<file path="src/rtl/ps2_kbd_pad.sv">
`default_nettype none
// ============================================================================
// Module      : ps2_kbd_pad
// Description : PS/2 keyboard receiver. Deserialises 11-bit frames, decodes
//               E0/F0 prefixes into make/break events and keeps an 8-bit
//               held-key vector laid out like a joystick pad byte.
// Revision    : 1.0 - initial release
// ============================================================================
module ps2_kbd_pad #(
    parameter int TIMEOUT_CYCLES = 20000
) (
    input  logic       clk,
    input  logic       reset,
    input  logic       ps2_clk_in,
    input  logic       ps2_data_in,
    output logic       key_valid,
    output logic [7:0] key_code,
    output logic       key_ext,
    output logic       key_released,
    output logic       frame_err,
    output logic [7:0] pad
);

    localparam logic [15:0] C_TICK = 16'(TIMEOUT_CYCLES - 1);

    typedef enum logic [2:0] {
        S_RESYNC = 3'd0,
        S_IDLE   = 3'd1,
        S_DATA   = 3'd2,
        S_PARITY = 3'd3,
        S_STOP   = 3'd4
    } state_t;

    state_t      r_state;
    state_t      w_next;
    logic        r_clk_s1, r_clk_s2, r_clk_prev;
    logic        r_dat_s1, r_dat_s2;
    logic        w_fall;
    logic        w_tick;
    logic [15:0] r_cnt;
    logic [2:0]  r_bit_cnt;
    logic [7:0]  r_shift;
    logic        r_par_err;
    logic        r_ext, r_rel;
    logic        w_err, w_done;
    logic [7:0]  w_pad_hit;

    // Two-flop synchronisers plus one extra clock stage for edge detection
    always_ff @(posedge clk) begin
        if (reset) begin
            r_clk_s1   <= 1'b0;
            r_clk_s2   <= 1'b0;
            r_clk_prev <= 1'b0;
            r_dat_s1   <= 1'b0;
            r_dat_s2   <= 1'b0;
        end else begin
            r_clk_s1   <= ps2_clk_in;
            r_clk_s2   <= r_clk_s1;
            r_clk_prev <= r_clk_s2;
            r_dat_s1   <= ps2_data_in;
            r_dat_s2   <= r_dat_s1;
        end
    end

    assign w_fall = r_clk_prev & ~r_clk_s2;
    assign w_tick = (r_cnt == C_TICK);

    // State register
    always_ff @(posedge clk) begin
        if (reset) r_state <= S_RESYNC;
        else       r_state <= w_next;
    end

    // Next-state logic; a frame error or completed byte is flagged here
    always_comb begin
        w_next = r_state;
        w_err  = 1'b0;
        w_done = 1'b0;
        case (r_state)
            S_RESYNC: begin
                if (r_clk_s2 && w_tick) w_next = S_IDLE;
            end
            S_IDLE: begin
                if (w_fall) begin
                    if (!r_dat_s2) begin
                        w_next = S_DATA;
                    end else begin
                        w_err  = 1'b1;
                        w_next = S_RESYNC;
                    end
                end
            end
            S_DATA, S_PARITY, S_STOP: begin
                if (w_fall) begin
                    if (r_state == S_DATA) begin
                        if (r_bit_cnt == 3'd7) w_next = S_PARITY;
                    end else if (r_state == S_PARITY) begin
                        w_next = S_STOP;
                    end else if (r_dat_s2 && !r_par_err) begin
                        w_done = 1'b1;
                        w_next = S_IDLE;
                    end else begin
                        w_err  = 1'b1;
                        w_next = S_RESYNC;
                    end
                end else if (w_tick) begin
                    w_err  = 1'b1;
                    w_next = S_RESYNC;
                end
            end
            default: w_next = S_RESYNC;
        endcase
    end

    // Shared counter: idle-high time in RESYNC, edge-to-edge time inside a frame
    always_ff @(posedge clk) begin
        if (reset) begin
            r_cnt <= '0;
        end else if ((w_next != r_state) || w_fall || (r_state == S_IDLE) ||
                     ((r_state == S_RESYNC) && !r_clk_s2)) begin
            r_cnt <= '0;
        end else begin
            r_cnt <= r_cnt + 16'd1;
        end
    end

    // Shift register, bit counter and parity check
    always_ff @(posedge clk) begin
        if (reset) begin
            r_bit_cnt <= '0;
            r_shift   <= '0;
            r_par_err <= 1'b0;
        end else if (w_fall) begin
            if (r_state == S_IDLE) begin
                r_bit_cnt <= '0;
                r_par_err <= 1'b0;
            end else if (r_state == S_DATA) begin
                r_shift   <= {r_dat_s2, r_shift[7:1]};
                r_bit_cnt <= r_bit_cnt + 3'd1;
            end else if (r_state == S_PARITY) begin
                r_par_err <= ~(^{r_shift, r_dat_s2});
            end
        end
    end

    // Pad bits touched by the byte currently being decoded
    always_comb begin
        w_pad_hit    = '0;
        w_pad_hit[0] = r_ext  && (r_shift == 8'h74);
        w_pad_hit[1] = r_ext  && (r_shift == 8'h6B);
        w_pad_hit[2] = r_ext  && (r_shift == 8'h72);
        w_pad_hit[3] = r_ext  && (r_shift == 8'h75);
        w_pad_hit[4] = !r_ext && (r_shift == 8'h1C);
        w_pad_hit[5] = !r_ext && (r_shift == 8'h1B);
        w_pad_hit[6] = !r_ext && (r_shift == 8'h23);
        w_pad_hit[7] = (r_shift == 8'h5A);
    end

    // Prefix tracking, event outputs and held-key vector
    always_ff @(posedge clk) begin
        if (reset) begin
            r_ext        <= 1'b0;
            r_rel        <= 1'b0;
            key_valid    <= 1'b0;
            key_code     <= '0;
            key_ext      <= 1'b0;
            key_released <= 1'b0;
            frame_err    <= 1'b0;
            pad          <= '0;
        end else begin
            key_valid <= 1'b0;
            frame_err <= w_err;
            if (w_err) begin
                r_ext <= 1'b0;
                r_rel <= 1'b0;
            end else if (w_done) begin
                case (r_shift)
                    8'hE0: r_ext <= 1'b1;
                    8'hF0: r_rel <= 1'b1;
                    8'hE1: begin
                    end
                    8'hAA, 8'hFA, 8'hEE, 8'hFE, 8'h00, 8'hFF: begin
                        r_ext <= 1'b0;
                        r_rel <= 1'b0;
                    end
                    default: begin
                        key_valid    <= 1'b1;
                        key_code     <= r_shift;
                        key_ext      <= r_ext;
                        key_released <= r_rel;
                        r_ext        <= 1'b0;
                        r_rel        <= 1'b0;
                        pad          <= r_rel ? (pad & ~w_pad_hit) : (pad | w_pad_hit);
                    end
                endcase
            end
        end
    end

endmodule
`default_nettype wire
</file>
<file path="config.mk">
export PLATFORM = sky130hd
export DESIGN_NAME = ps2_kbd_pad
export DESIGN_NICKNAME = d
export VERILOG_FILES = /design/src/rtl/ps2_kbd_pad.sv
export SDC_FILE = /design/constraint.sdc
export NUM_CORES = 1
export LEC_CHECK = 0
export ABC_AREA = 0
export BUFFER_PORTS_ARGS = -buffer_cell sky130_fd_sc_hd__buf_4
export CAP_MARGIN = 20
export CORE_MARGIN = 5
export CORE_UTILIZATION = 45
export DETAILED_ROUTE_END_ITERATION = 10
export PLACE_DENSITY_LB_ADDON = 0.25
export REMOVE_ABC_BUFFERS = 1
export SLEW_MARGIN = 10
export SYNTH_ARGS = -nofsm -noshare
export SYNTH_HDL_FRONTEND = slang
export SYNTH_SLANG_ARGS = --single-unit
</file>
<file path="constraint.sdc">
create_clock -name clk -period 2.5 [get_ports clk]
set_input_delay 0.25 -clock clk [delete_from_list [all_inputs] [get_ports clk]]
set_output_delay 0.25 -clock clk [all_outputs]
set_load 0.005 [all_outputs]
</file>
==> results of run 1 <==
[layout make-up]
| cell class | instances | share of cell area |
|---|---|---|
| timing repair buffer | 31 | 0.0711 |
| sequential | 58 | 0.355 |
| tap | 75 | 0.0287 |
| clock buffer | 10 | 0.0421 |
| multi-input combinational | 241 | 0.466 |
| clock inverter | 5 | 0.0314 |
| inverter | 5 | 0.00574 |
[worst max-delay path: stages, from the launching register on]
cell and delay (ns):
dfxtp_1 0.38, or3b_1 0.44, nor3_2 0.35, o21ai_2 0.20, nor3_1 0.24, buf_4 0.24, mux2i_1 0.20
[metrics by stage]
stage                     utilization  area (um2)  hold slack, ns  worst slack [ns]
after floorplan                     -        2710           0.319           -0.0417
after global placement          0.509        3030           0.417             0.435
after detailed placement        0.509        3030           0.423             0.412
after CTS                       0.549        3270           0.116             0.394
after global routing            0.549        3270           0.115             0.206
final                           0.549        3270           0.134             0.375
[layer usage]
layer,routed length [um],vias up,GRT usage
met5,0,-,0
met4,95,0,0.0714
met2,2690,46,0.264
met3,271,9,0.0447
li1,-,1171,-
met1,2660,1084,0.198
[cell usage after synthesis (all sizes together) (2+ instances only)]
cell,n
o21ai,6
a22oi,3
o31ai,3
nor4,7
nor2,31
xor2,10
or3b,2
ha,3
nand2,29
buf,3
nor4b,4
and3,4
nor3b,4
xnor2,12
a21oi,14
nand2b,28
mux2i,17
nand3,12
and4,2
dfxtp,58
clkbuf,16
nand4,9
nor2b,8
nor3,17
inv,5
or4,3
[final timing paths]
path	startpoint	end	slack [ns]
max	r_clk_prev$_SDFF_PP0_	key_code[3]$_SDFFE_PP0P_	0.37
min	ps2_clk_in	r_clk_s1$_SDFF_PP0_	0.13
max reg2reg	r_clk_prev$_SDFF_PP0_	key_code[3]$_SDFFE_PP0P_	0.37
min reg2reg	r_clk_s1$_SDFF_PP0_	r_clk_s2$_SDFF_PP0_	0.44
[kinds of logic after synthesis]
family | after synthesis
mux | 17
simple gates | 165
flops | 58
fa+ha+maj | 3
buf+inv | 24
compound gates | 33
xor+xnor | 23
[layout by cell type (no fill, tap or decap), drive strengths merged, types with 4 or more instances in the layout]
cell type,n
o21ai,6
nand4,9
clkbuf,10
inv,5
nor4,7
buf,31
a21oi,14
mux2i,17
nand3,12
nand2b,28
dfxtp,58
nor4b,4
xor2,10
nor3b,4
nor2,31
xnor2,12
nand2,29
nor3,17
nor2b,8
and3,4
[power by group through the flow]
stage / registers, mW / clock network (mW) / logic [mW]
floorplan: 0.951 / 0 / 0.0168
global placement: 0.952 / 0 / 0.0363
detailed placement: 0.952 / 0 / 0.0361
CTS: 0.931 / 1.08 / 0.0363
global route: 0.931 / 1.12 / 0.0396
finish: 0.931 / 1.05 / 0.0361
==> metrics.txt, run 1 <==
Resize count post-CTS 0; CORE AREA 5960 um2; final total power 2.02 mW; Hold Vio Cnt, Final 0; Most used DFF post-synth dfxtp_1; Via Count 2310; Synth Register Bits 58; Post-Syn Area 2780 um2; first-pass GRT wire length 9950 um; synthesized instance count 323; RD Place Congestion 0.860; CTS root buf clkbuf_8; P per Cell Area 616 nW/um2; final number of setup-violating endpoints 0; DIE AREA 7850 um2; startpoint types flip-flop; Initial Util 0.467; fillcell total 576; Max IR drop VDD 0.000373 V; WP data arrival 2.38 ns; initial antenna violation count 0; via count of the first global-routing pass 2194; mean number of vias per cell 5.44; clk sinks 58; Synth Area in XOR/XNOR 0.0774; largest family of logic cells by synthesized area simple AND/OR/NAND/NOR gates; Slew @ Worst Pin 0.525 ns; Starting DRT DRC Count 118; FMAX 471 MHz; Reg2Reg Depth 6; Post-CTS Setup Bufs 0; number of hold buffers added after CTS 0; area of the multi-input gates 1530 um2; clock share of power 0.520; Detailed Routing Iterations Pass 1 4; min-delay worst type in -> reg; global route total overflow 0; sequential cell area 1160 um2; CTS Buffer Depth 2; worst relative slew slack 0.649; # IOs 24; sequential-to-total area share from yosys stat 0.418; Synth cell types 44; Synth Area in Compound Gates 0.0761; Die Span X 88.6 um; Die Ht 88.6 um; Synth warnings 0; Rows 28; post-synth top area share 0.418; GR Util All Layers 0.161; clk_lat worst skew 0.33 ns; Final min period 2.13 ns; dominant cells by area after synthesis dfxtp_1, nand2b_1, mux2i_1, nor2_1, nand2_1; Port Buffers 23; CTS tree yes; Setup crit end kind flip-flop; post-route ant nets 0; post-route insts no fill 425; CP Class reg -> reg; RSZ-0062 raised after global routing false; logic gate share of total power 0.018; mux contribution to synthesized area 0.0612; Pins Over Slew Limit 0; largest net degree at the start of global routing 54; Int Power 1.63 mW; Worst Hold Path Cells 2; Switching Share 0.194; CP Max Fanout 10; Post-Synth Adder-Cell Area 0.0135; Final period util 0.850; status finished, final reports clean; net load switching power 0.390 mW; post-synth top area cell dfxtp_1; TNS Setup 0 ns; Worst Path Required 2.76 ns; clock buffer count from CTS 9; # placed instances 410; EDFF count, synth 0; Synth Area in Simple Gates 0.320; Async SR Flop Fraction 0; layout overhead on the synthesized area 17.7%; Routed WL 5720 um; DRC errors left 0; Mean Syn Cell Area 8.61 um2; final net count 353; post-DP HPWL 3830 um; H-tree Lvls 3; Leak 1.13 nW; DR WL/cell 13.5 um; Layout Skew 0.00874 ns; Antenna diodes 0; sequential share of power 0.462; fraction of layout cells with a size suffix above 1 0.146; Clock transition at path regs 0.06 ns; Max Cap Viol 0
(Power assumes the default switching activity.)
==> run 2, diff against run 1 <==
--- a/config.mk
+++ b/config.mk
@@ -6,10 +6,12 @@
 export NUM_CORES = 1
 export LEC_CHECK = 0
 export ABC_AREA = 0
+export ABC_CLOCK_PERIOD_IN_PS = 2500
 export BUFFER_PORTS_ARGS = -buffer_cell sky130_fd_sc_hd__buf_4
 export CAP_MARGIN = 20
 export CORE_MARGIN = 5
 export CORE_UTILIZATION = 45
+export CTS_BUF_LIST = sky130_fd_sc_hd__clkbuf_16
 export DETAILED_ROUTE_END_ITERATION = 10
 export PLACE_DENSITY_LB_ADDON = 0.25
 export REMOVE_ABC_BUFFERS = 1
==> run 2 against run 1 <==
Effect of this change:
- sequential cell count stayed put
- register-to-register slack hardly changed
- sequential power hardly changed
- critical path type unchanged
- total power is 16% higher
- first-iteration DRC count is 3.4% lower
- global-route usage is 0.096 points higher
- combinational power hardly changed
- sequential share of layout area is 0.96 points lower
- highest routed layer unchanged
- worst hold slack better by 0.0097 ns
==> metrics.txt, run 2 (synthesis gave the netlist of run 1 again) <==
DRC errors left 0 (unchanged); RD Place Congestion 0.860 (unchanged); first-pass GRT wire length 10000 um (+0.97%); H-tree Lvls 3 (unchanged); Clock transition at path regs 0.05 ns (about the same); status finished, final reports clean; Setup crit end kind flip-flop; final core occ 0.565 (+0.0153); CTS tree yes; Max IR drop VDD 0.000388 V (+3.9%); Reg-to-Reg Start r_clk_prev$_SDFF_PP0_; Port Buffers 23 (unchanged); Hold Vio Cnt, Final 0 (unchanged); clk sinks 58 (unchanged); fillcell total 553 (-4.0%); WP data arrival 2.37 ns (about the same); Leak 1.17 nW (+3.6%); slack of the worst reg-to-reg path 0.38 ns (about the same); Detailed Routing Iterations Pass 1 4 (unchanged); mean number of vias per cell 5.43 (about the same); number of hold buffers added after CTS 0 (unchanged); final number of setup-violating endpoints 0 (unchanged); Worst Hold Path Cells 2 (unchanged); RSZ-0062 raised after global routing false; worst relative slew slack 0.656 (+0.00702); CTS root buf clkbuf_16; Final period util 0.847 (-0.00287); via count of the first global-routing pass 2227 (+1.5%); placed cell area 3030 um2 (unchanged); Pins Over Slew Limit 0 (unchanged); hold slack 0.143 ns (+0.00973 ns); layout overhead on the synthesized area 21.0%; post-route ant nets 0 (unchanged); Die Span X 88.6 um (unchanged); clock buffer count from CTS 9 (unchanged); Resize count post-CTS 0 (unchanged); hold path endpoint r_clk_s1$_SDFF_PP0_; Slew @ Worst Pin 0.513 ns (-0.0117 ns); Starting DRT DRC Count 114 (-3.4%); post-DP HPWL 3830 um (unchanged); Initial Util 0.467 (unchanged); commonest non-fill, non-tap cell in the layout dfxtp_1; largest net degree at the start of global routing 54 (unchanged); startpoint types flip-flop; Rows 28 (unchanged); Via Count 2308 (-0.087%); Routed WL 5700 um (-0.38%); Die Ht 88.6 um (unchanged); Reg2Reg Depth 6 (unchanged); area of the multi-input gates 1530 um2 (unchanged); hold path start ps2_clk_in; reg2reg end key_code[3]$_SDFFE_PP0P_; min-delay worst type in -> reg; Worst Path Required 2.75 ns (about the same); DR WL/cell 13.4 um (-0.38%); initial antenna violation count 0 (unchanged); Post-CTS Setup Bufs 0 (unchanged); FMAX 472 MHz (+0.34%); sequential cell area 1160 um2 (unchanged); Final min period 2.12 ns (-0.00718 ns); clk_lat worst skew 0.32 ns (about the same); Max Cap Viol 0 (unchanged); # IOs 24 (unchanged); GR Util All Layers 0.162 (+0.000964); post-route design area 3360 um2 (+2.8%); dpl ws 0.412 ns (unchanged); Layout Skew 0.00729 ns (-0.00145 ns); CP Class reg -> reg; DIE AREA 7850 um2 (unchanged); global route total overflow 0 (unchanged); P per Cell Area 693 nW/um2 (+13%); final net count 353 (unchanged); Antenna diodes 0 (unchanged); fraction of layout cells with a size suffix above 1 0.143 (-0.00286); most frequent cells in the layout dfxtp_1, nor2_1, buf_4, nand2_1, nand2b_1; CORE AREA 5960 um2 (unchanged); CP Max Fanout 10 (unchanged); TNS Setup 0 ns (unchanged); CTS Buffer Depth 2 (unchanged); setup ws final 0.382 ns (+0.00718 ns)
-- run 2: cell types whose count changed in the layout (fill, tap and decap cells not counted) --
cell | previous run | this run
clkbuf_8 | 10 | 0
clkbuf_16 | 0 | 9
clkinv_1 | 0 | 1
-- run 2: per-stage QoR --
step / power, mW / cells
floorplan: 0.968 / 304
global placement: 0.988 / 410
detailed placement: 0.988 / 410
CTS: 2.36 / 425
global route: 2.41 / 425
finish: 2.33 / 425
-- run 2: worst max-delay path, cell delays in order (launching register included) --
cell and delay [ns]:
dfxtp_1 0.38, or3b_1 0.44, nor3_2 0.34, o21ai_2 0.20, nor3_1 0.24, buf_4 0.24, mux2i_1 0.20
-- run 2: per-layer routing --
metal	track usage	wire length, um
met5	0	0
met4	0.0879	125
met3	0.0335	252
met2	0.272	2680
met1	0.195	2650
-- run 2: how the worst max path moves through the flow --
stage | to | depth (start not counted) | from
2_1_floorplan | key_code[0]$_SDFFE_PP0P_ | 5 | r_state[0]$_SDFF_PP0_
3_3_place_gp | flip-flop | 5 | r_clk_s2$_SDFF_PP0_
3_5_place_dp | flip-flop | 5 | r_clk_prev$_SDFF_PP0_
4_1_cts | key_code[3]$_SDFFE_PP0P_ | 6 | r_clk_prev$_SDFF_PP0_
5_1_grt | flip-flop | 5 | r_clk_s2$_SDFF_PP0_
6_report | key_code[3]$_SDFFE_PP0P_ | 6 | r_clk_prev$_SDFF_PP0_
-- run 2: power by group --
| part | internal [mW] | switching, mW |
|---|---|---|
| Combinational | 0.0156 | 0.0205 |
| Clock | 0.960 | 0.403 |
| Sequential | 0.930 | 0.00334 |
| Total | 1.91 | 0.427 |
-- run 2: area by class of cell --
class	count	area share
Multi-Input combinational cell	241	0.453
Sequential cell	58	0.345
Clock buffer	9	0.0670
Clock inverter	6	0.0316
Timing Repair Buffer	31	0.0692
Tap cell	75	0.0279
Inverter	5	0.00558
==> run 3, diff against run 2 <==
--- a/config.mk
+++ b/config.mk
@@ -6,7 +6,7 @@
 export NUM_CORES = 1
 export LEC_CHECK = 0
 export ABC_AREA = 0
-export ABC_CLOCK_PERIOD_IN_PS = 2500
+export ABC_CLOCK_PERIOD_IN_PS = 1900
 export BUFFER_PORTS_ARGS = -buffer_cell sky130_fd_sc_hd__buf_4
 export CAP_MARGIN = 20
 export CORE_MARGIN = 5
==> constraint.sdc (replaced) <==
create_clock -name clk -period 1.9 [get_ports clk]
set_input_delay 0.19 -clock clk [delete_from_list [all_inputs] [get_ports clk]]
set_output_delay 0.19 -clock clk [all_outputs]
set_load 0.005 [all_outputs]
==> run 3 against run 2 <==
Effect of this change:
- clock-buffer cell count unchanged
- final area up 4.7%
- critical path depth down 1
- sequential cell count unchanged
- setup slack worse by 0.36 ns
- via count up 6.1%
- total power up 14%
- utilization up 2.6 points
- critical path type unchanged
- largest cell class unchanged
==> metrics.txt, run 3 (synthesis gave the netlist of run 1 again) <==
Reg-to-Reg Start r_clk_s2$_SDFF_PP0_; crit-path cells or3b_4 -> or4_4 -> or3b_1 -> mux2i_1 -> nor2_1; CTS tree yes; clk sinks 58 (unchanged); largest net degree at the start of global routing 54 (unchanged); via count of the first global-routing pass 2308 (+3.6%); TNS Setup 0 ns (unchanged); first-pass GRT wire length 10600 um (+5.7%); Max Cap Viol 0 (unchanged); Layout Skew 0.00565 ns (-0.00164 ns); CP Max Fanout 3 (-7); Worst Hold Path Cells 2 (unchanged); Critical Path Max Stage Delay 0.44 ns (about the same); family with the most delay on the worst path simple AND/OR/NAND/NOR gates; hold path start ps2_data_in; Leak 1.27 nW (+8.4%); post-DP HPWL 4210 um (+9.7%); Hold Vio Cnt, Final 0 (unchanged); post-route ant nets 0 (unchanged); Worst Path Required 2.10 ns (-0.65 ns); Die Span X 88.6 um (unchanged); Antenna diodes 0 (unchanged); Routed WL 6290 um (+10%); Rows 28 (unchanged); Die Ht 88.6 um (unchanged); Initial Util 0.467 (unchanged); worst relative slew slack 0.691 (+0.0350); fillcell total 537 (-2.9%); number of hold buffers added after CTS 0 (unchanged); most frequent cells in the layout dfxtp_1, buf_4, nor2_1, nand2_1, nand2b_1; WP data arrival 2.08 ns (-0.29 ns); fraction of layout cells with a size suffix above 1 0.227 (+0.0842); area of the multi-input gates 1610 um2 (+5.7%); global route total overflow 0 (unchanged); sequential cell area 1170 um2 (+0.65%); layout overhead on the synthesized area 26.6%; initial antenna violation count 0 (unchanged); Pins Over Slew Limit 0 (unchanged); FMAX 532 MHz (+13%); Final min period 1.88 ns (-0.238 ns); CTS root buf clkbuf_16; Starting DRT DRC Count 153 (+34%); H-tree Lvls 3 (unchanged); mean number of vias per cell 5.50 (+1.3%); commonest non-fill, non-tap cell in the layout dfxtp_1; crit path launch r_clk_s2$_SDFF_PP0_; CTS Buffer Depth 2 (unchanged); worst path bufs/invs 0 (-1); # IOs 24 (unchanged); dpl ws -0.121 ns (-0.533 ns); Clock transition at path regs 0.05 ns (about the same); slowest CP cell or4_4; Reg2Reg Depth 5 (-1); P per Cell Area 754 nW/um2 (+8.8%); clock buffer count from CTS 9 (unchanged); Slew @ Worst Pin 0.463 ns (-0.0506 ns); setup ws final 0.0200 ns (-0.362 ns); DIE AREA 7850 um2 (unchanged); Crit. path cell count 5 (-1); startpoint types flip-flop; final total power 2.66 mW (+14%); DR WL/cell 14.1 um (+5.4%); Setup crit end kind flip-flop; final net count 372 (+5.4%); CORE AREA 5960 um2 (unchanged); Final period util 0.989 (+0.142); RD Place Congestion 0.924 (+7.4%); status finished, final reports clean; final number of setup-violating endpoints 0 (unchanged); hold path endpoint r_dat_s1$_SDFF_PP0_; DRC errors left 0 (unchanged); GR Util All Layers 0.177 (+0.0150); RSZ-0062 raised after global routing true; clk_lat worst skew 0.32 ns (about the same); Max IR drop VDD 0.000467 V (+20%); Via Count 2449 (+6.1%); CP Class reg -> reg; Detailed Routing Iterations Pass 1 4 (unchanged); Port Buffers 23 (unchanged); slack of the worst reg-to-reg path 0.02 ns (-0.36 ns); min-delay worst type in -> reg
[run 3: cell count changes in the layout (fill, tap and decap cells not counted), moves of 3 or more]
cell / before / now
buf_4: 31 / 48
bufinv_16: 3 / 0
dfxtp_1: 58 / 52
dfxtp_2: 0 / 6
nor4_1: 7 / 4
nor4_2: 0 / 3
[run 3: per-stage QoR]
| step | std cells | area (um2) | hold WS, ns | util |
|---|---|---|---|---|
| CTS | 444 | 3440 | 0.0677 | 0.577 |
| floorplan | 304 | 2710 | 0.259 | - |
| global placement | 427 | 3160 | 0.401 | 0.530 |
| finish | 445 | 3520 | 0.0771 | 0.591 |
| global route | 445 | 3520 | 0.0700 | 0.591 |
| detailed placement | 427 | 3160 | 0.407 | 0.530 |
[run 3: what timing repair did]
item / in CTS / in global routing
endpoints found under the hold margin: 0 / 0
endpoints found under the setup margin: 26 / 26
resized for setup: 7 / 18
buffers inserted: 0 / 0
cloned: 1 / 1
pin swaps: 3 / 5
[run 3: how the worst max path moves through the flow]
stage	to	slack, ns
global route	flip-flop	-0.06
floorplan	key_code[0]$_SDFFE_PP0P_	-0.64
global placement	flip-flop	-0.1
detailed placement	flip-flop	-0.12
CTS	flip-flop	-0.003
finish	flip-flop	0.02
[run 3: metal layers]
layer | share of wire | global-route usage | up-vias
met5 | 0 | 0 | -
met4 | 0.031 | 0.113 | 0
met3 | 0.052 | 0.0419 | 19
met2 | 0.48 | 0.285 | 68
met1 | 0.44 | 0.213 | 1137
li1 | - | - | 1225
[run 3: worst reg2reg max path, cell delays in order, from the launching register on]
cell and delay (ns):
dfxtp_1 0.31, or3b_4 0.42, or4_4 0.44, or3b_1 0.38, mux2i_1 0.15, nor2_1 0.05
[run 3: area by class of cell]
type / count / share of cell area
multi-input combinational: 242 / 0.458
inverter: 5 / 0.00533
sequential: 58 / 0.332
tap: 75 / 0.0267
clock buffer: 9 / 0.0640
timing repair buffer: 49 / 0.106
clock inverter: 7 / 0.00818
[run 3: power breakdown]
part | internal (mW) | switching, mW | leakage (nW)
clock | 0.850 | 0.523 | 0.134
sequential | 1.22 | 0.00222 | 0.471
combinational | 0.0244 | 0.0311 | 0.667
total | 2.10 | 0.556 | 1.27
